## config.mk

```make
export PLATFORM = sky130hd
export DESIGN_NAME = regfile_flat
export DESIGN_NICKNAME = d
export VERILOG_FILES = /design/src/rtl/regfile_pkg.sv /design/src/rtl/regfile_if.sv /design/src/rtl/regfile_read_port.sv /design/src/rtl/regfile.sv /design/src/flat_wrapper.sv
export SDC_FILE = /design/constraint.sdc
export NUM_CORES = 2
export LEC_CHECK = 0
export BUFFER_PORTS_ARGS = -buffer_cell sky130_fd_sc_hd__buf_4
export CORE_MARGIN = 5
export CORE_UTILIZATION = 60
export DETAILED_ROUTE_END_ITERATION = 8
export PLACE_DENSITY = 0.77
export SYNTH_ARGS = -nofsm -noshare
export SYNTH_HDL_FRONTEND = slang
export SYNTH_HIERARCHICAL = 1
export SYNTH_SLANG_ARGS = --single-unit
export TNS_END_PERCENT = 20
```

## constraint.sdc

```tcl
create_clock -name clk -period 50.1 [get_ports clk]
set_input_delay 5.01 -clock clk [delete_from_list [all_inputs] [get_ports clk]]
set_output_delay 5.01 -clock clk [all_outputs]
set_load 0.01 [all_outputs]
```

## src/rtl/regfile_pkg.sv

```systemverilog
// Shared types and constants for the MIPS register file.
// Imported by the interface, the read-port sub-module and the top.
package regfile_pkg;

    localparam int REG_NUM = 32;
    localparam int ADDR_W  = 5;
    localparam int DATA_W  = 32;

    typedef logic [ADDR_W-1:0] reg_addr_t;
    typedef logic [DATA_W-1:0] reg_data_t;

    localparam reg_addr_t ZERO_REG = 5'd0;

    // Whole architectural state as one packed vector so it can be handed to read ports.
    typedef reg_data_t [REG_NUM-1:0] reg_array_t;

    typedef struct packed {
        logic      we;
        reg_addr_t addr;
        reg_data_t data;
    } wr_req_t;

    // Writes aimed at register 0 never commit.
    function automatic logic is_commit(input wr_req_t w);
        return w.we && (w.addr != ZERO_REG);
    endfunction

endpackage

```

## src/rtl/regfile_if.sv

```systemverilog
// Bundle of write-back, operand-fetch and debug signals of the register file.
// master drives writes/addresses, slave returns read data and the write counter.
interface regfile_if;
    import regfile_pkg::*;

    logic      we;
    reg_addr_t wAddr;
    reg_data_t wData;
    reg_addr_t rAddr1;
    reg_data_t rData1;
    reg_addr_t rAddr2;
    reg_data_t rData2;
    reg_addr_t dbgAddr;
    reg_data_t dbgData;
    reg_data_t wrCount;

    modport master (
        output we, wAddr, wData, rAddr1, rAddr2, dbgAddr,
        input  rData1, rData2, dbgData, wrCount
    );

    modport slave (
        input  we, wAddr, wData, rAddr1, rAddr2, dbgAddr,
        output rData1, rData2, dbgData, wrCount
    );

endinterface

```

## src/rtl/regfile_read_port.sv

```systemverilog
// One combinational operand read port: index mux, register-0 forcing and,
// when REGFILE_BYPASS_EN is defined, same-cycle write-to-read bypass.
module regfile_read_port
    import regfile_pkg::*;
(
    input  logic       i_rst,
    input  reg_array_t i_regs,
    input  reg_addr_t  i_addr,
`ifdef REGFILE_BYPASS_EN
    input  wr_req_t    i_wr,
`endif
    output reg_data_t  o_data
);

    reg_data_t w_array_data;

    always_comb begin
        w_array_data = '0;
        if (i_addr != ZERO_REG) begin
            w_array_data = i_regs[i_addr];
        end
    end

`ifdef REGFILE_BYPASS_EN
    logic w_hit;

    // The incoming write wins only if it would actually commit on this edge.
    assign w_hit = !i_rst && is_commit(i_wr) && (i_wr.addr == i_addr);

    always_comb begin
        o_data = w_array_data;
        if (i_rst) begin
            o_data = '0;
        end else if (w_hit) begin
            o_data = i_wr.data;
        end
    end
`else
    always_comb begin
        o_data = w_array_data;
        if (i_rst) begin
            o_data = '0;
        end
    end
`endif

endmodule

```

## src/rtl/regfile.sv

```systemverilog
// 32x32 MIPS register file: one write port, two operand read ports, a debug
// read port and a committed-write counter. Optional bypass: REGFILE_BYPASS_EN.
module regfile
    import regfile_pkg::*;
(
    input  logic      clk,
    input  logic      rst,
    regfile_if.slave  bus
);

    reg_array_t           r_regs;
    reg_data_t            r_wr_count;
    wr_req_t              w_wr;
    logic                 w_commit;
    logic [REG_NUM-1:0]   w_wr_sel;

    assign w_wr     = '{we: bus.we, addr: bus.wAddr, data: bus.wData};
    assign w_commit = is_commit(w_wr);

    // One-hot write decode; slot 0 is never selected so register 0 stays zero.
    genvar gi;
    generate
        for (gi = 0; gi < REG_NUM; gi++) begin : g_wr_sel
            if (gi == 0) begin : g_zero
                assign w_wr_sel[gi] = 1'b0;
            end else begin : g_reg
                assign w_wr_sel[gi] = w_commit && (w_wr.addr == reg_addr_t'(gi));
            end
        end
    endgenerate

    always_ff @(posedge clk or posedge rst) begin
        if (rst) begin
            r_regs     <= '0;
            r_wr_count <= '0;
        end else begin
            for (int i = 0; i < REG_NUM; i++) begin
                if (w_wr_sel[i]) begin
                    r_regs[i] <= w_wr.data;
                end
            end
            if (w_commit) begin
                r_wr_count <= r_wr_count + 32'd1;
            end
        end
    end

    regfile_read_port u_rd1 (
        .i_rst  (rst),
        .i_regs (r_regs),
        .i_addr (bus.rAddr1),
`ifdef REGFILE_BYPASS_EN
        .i_wr   (w_wr),
`endif
        .o_data (bus.rData1)
    );

    regfile_read_port u_rd2 (
        .i_rst  (rst),
        .i_regs (r_regs),
        .i_addr (bus.rAddr2),
`ifdef REGFILE_BYPASS_EN
        .i_wr   (w_wr),
`endif
        .o_data (bus.rData2)
    );

    // Debug view is committed state only, never bypassed.
    always_comb begin
        bus.dbgData = '0;
        if (!rst && bus.dbgAddr != ZERO_REG) begin
            bus.dbgData = r_regs[bus.dbgAddr];
        end
    end

    assign bus.wrCount = r_wr_count;

endmodule

```

## src/flat_wrapper.sv

```systemverilog
// flat-port wrapper written by rule: the top's interface ports become plain ports
module regfile_flat import regfile_pkg::*;
  (clk, rst, bus_we, bus_wAddr, bus_wData, bus_rAddr1, bus_rAddr2, bus_dbgAddr, bus_rData1, bus_rData2, bus_dbgData, bus_wrCount);
  regfile_if bus_i ();
  input  logic clk;
  input  logic rst;
  input wire logic [$bits(bus_i.we)-1:0] bus_we;
  input wire logic [$bits(bus_i.wAddr)-1:0] bus_wAddr;
  input wire logic [$bits(bus_i.wData)-1:0] bus_wData;
  input wire logic [$bits(bus_i.rAddr1)-1:0] bus_rAddr1;
  input wire logic [$bits(bus_i.rAddr2)-1:0] bus_rAddr2;
  input wire logic [$bits(bus_i.dbgAddr)-1:0] bus_dbgAddr;
  output wire logic [$bits(bus_i.rData1)-1:0] bus_rData1;
  output wire logic [$bits(bus_i.rData2)-1:0] bus_rData2;
  output wire logic [$bits(bus_i.dbgData)-1:0] bus_dbgData;
  output wire logic [$bits(bus_i.wrCount)-1:0] bus_wrCount;
  assign bus_i.we = bus_we;
  assign bus_i.wAddr = bus_wAddr;
  assign bus_i.wData = bus_wData;
  assign bus_i.rAddr1 = bus_rAddr1;
  assign bus_i.rAddr2 = bus_rAddr2;
  assign bus_i.dbgAddr = bus_dbgAddr;
  assign bus_rData1 = bus_i.rData1;
  assign bus_rData2 = bus_i.rData2;
  assign bus_dbgData = bus_i.dbgData;
  assign bus_wrCount = bus_i.wrCount;
  regfile u_core (.clk(clk), .rst(rst), .bus(bus_i));
endmodule
```

==> run summary <==
H-tree level count -> 3
first-pass GRT wire length -> 328 mm
DR WL/cell -> 37.0 µm
Hold Path Class -> register to register
cts bufs inserted -> 111
worst ir drop on vdd -> 35.1 µV
period utilization -> 0.297
max-slew violation count -> 0
antenna violations before repair -> 15
io pins -> 183
Startpoint Class -> primary input
status -> finished with violations
Ys Warns -> 6
vias in the first global route -> 47500
vias per cell -> 7.86
Hold-fix buffers, CTS -> 0
CP Capture Type -> output port
die footprint -> 0.112 mm²
TritonCTS clock tree -> yes
total track usage -> 0.397
worst path required time -> 45090 ps
PD cells -> 38.5 mW/mm²
worst skew pair latency -> 710 ps
leakage power -> 0.0297 µW
GPL Wtd Cong -> 0.918
Initial Utilization -> 0.602
Filler Cell Count -> 7576
Area growth syn-to-layout -> 8.82%
Synth Instances -> 4769
Crit path arrival time -> 9870 ps
GR Overflow Total -> 0
DR pass1 iterations -> 9
cts repair resizes -> 0
setup tns final -> 0 ps
# DRC -> 1
CTS Buffer Depth -> 3
First DRT Iteration DRCs -> 6917
Finish-stage setup viols -> 0
HPWL after detailed placement -> 130 mm
share of cells above drive strength 1 -> 0.443
Vias -> 48300
clk_skew -> 12.0 ps
fin nets -> 4706
largest net degree at the start of global routing -> 195
clock root buffer -> clkbuf_16
Rel. slew slack -> 0.0905
final hold violations -> 0
Register Area -> 0.0256 mm²
Clock transition at path regs -> 60 ps
DRT antenna net count -> 0
minimum clock period -> 14880 ps
Worst Path Max Fanout -> 67
non-filler cells, final -> 6140
Mapped Nets -> 4825
final WL -> 227 mm
Mapped Area -> 0.0631 mm²
area of the multi-input gates -> 0.0351 mm²
Sink Count -> 1024
RSZ-0062 raised after global routing -> false
Max-Cap Viols -> 0
Post CTS Setup Buffer Count -> 0
dpl cells -> 5928
I/O Buffers -> 182
Avg Synthesized Cell Area -> 13.2 µm²
Die Y -> 334 µm
core area -> 0.105 mm²
placement row count -> 119
critical path type -> primary input to output port
failing checks -> DRC
FMAX -> 67.2 MHz
die width -> 334 µm
Slew @ Worst Pin -> 1360 ps
-- area by class of cell --
| class | instances | share of cell area |
|---|---|---|
| Tap cell | 1391 | 0.0254 |
| Multi-Input combinational cell | 3206 | 0.511 |
| Timing Repair Buffer | 300 | 0.0340 |
| Clock buffer | 154 | 0.0465 |
| Inverter | 7 | 0.000492 |
| Sequential cell | 1024 | 0.373 |
| Antenna cell | 13 | 0.000474 |
| Clock inverter | 45 | 0.00884 |
-- critical path, stage by stage --
cell and delay, ps:
buf_8 560, buf_4 730, buf_4 800, buf_4 870
and2_1 740, nand2_1 100, a311oi_1 460, nor2_1 160
buf_4 180
-- per-layer routing --
layer | routed length (µm) | track usage | up-vias
li1 | - | - | 18400
met1 | 78800 | 0.523 | 24400
met2 | 95500 | 0.563 | 4204
met3 | 34200 | 0.144 | 1186
met4 | 18300 | 0.247 | 22
met5 | 153 | 0 | -
-- path summary, 6_finish.rpt --
kind	from	endpoint	slack [ps]	cells after the start
setup / recovery	bus_dbgAddr[1]	bus_dbgData[17]	35220	9
setup reg to reg	u_core/bus.wrCount[2]	u_core/bus.wrCount[27]	48080	5
hold reg to reg	u_core/bus.wrCount[31]	u_core/bus.wrCount[31]	490	1
hold / removal	u_core/bus.wrCount[31]	u_core/bus.wrCount[31]	490	1
min in group asynchronous	rst	u_core/r_regs[990]	4680	2
max in group asynchronous	rst	u_core/r_regs[343]	42900	4
-- cell usage in the layout, fill, tap and decap left out, types with 24 or more instances in the layout --
cell	n
mux2_2	1121
dfrtp_1	1024
mux2i_1	565
mux4_2	413
buf_4	291
o22ai_1	186
a22oi_1	186
nand2_1	152
clkbuf_16	111
a221oi_1	105
nand4_1	79
nor2_1	49
o21ai_1	40
nor2b_1	39
nor3_1	38
clkbuf_8	25
a211oi_1	25
clkinv_2	24
-- sequential cells by signal (all words and copies together) (netlist names) --
signal              count
u_core/bus.wrCount     32
u_core/r_regs         992
-- per-stage QoR --
step                      total power [µW]  utilization  hold WS [ps]  worst slack, ps  cell area, µm²
after floorplan                       1590            -           487            16270           63100
after global placement                1740        0.618           460            35420           64800
after detailed placement              1770        0.618           475            35410           64800
after CTS                             2620        0.654           483            35390           68600
after global routing                  2730        0.654           502            35160           68600
final                                 2640        0.655           487            35220           68600
-- where the power goes --
group          leakage [µW]  switching (µW)  total, µW  internal [µW]
Clock               0.00189             352        861            509
Combinational        0.0147             273        623            350
Sequential           0.0131             170       1160            987
Total                0.0297             794       2640           1850
No activity file was read; power rests on OpenSTA's default activity.
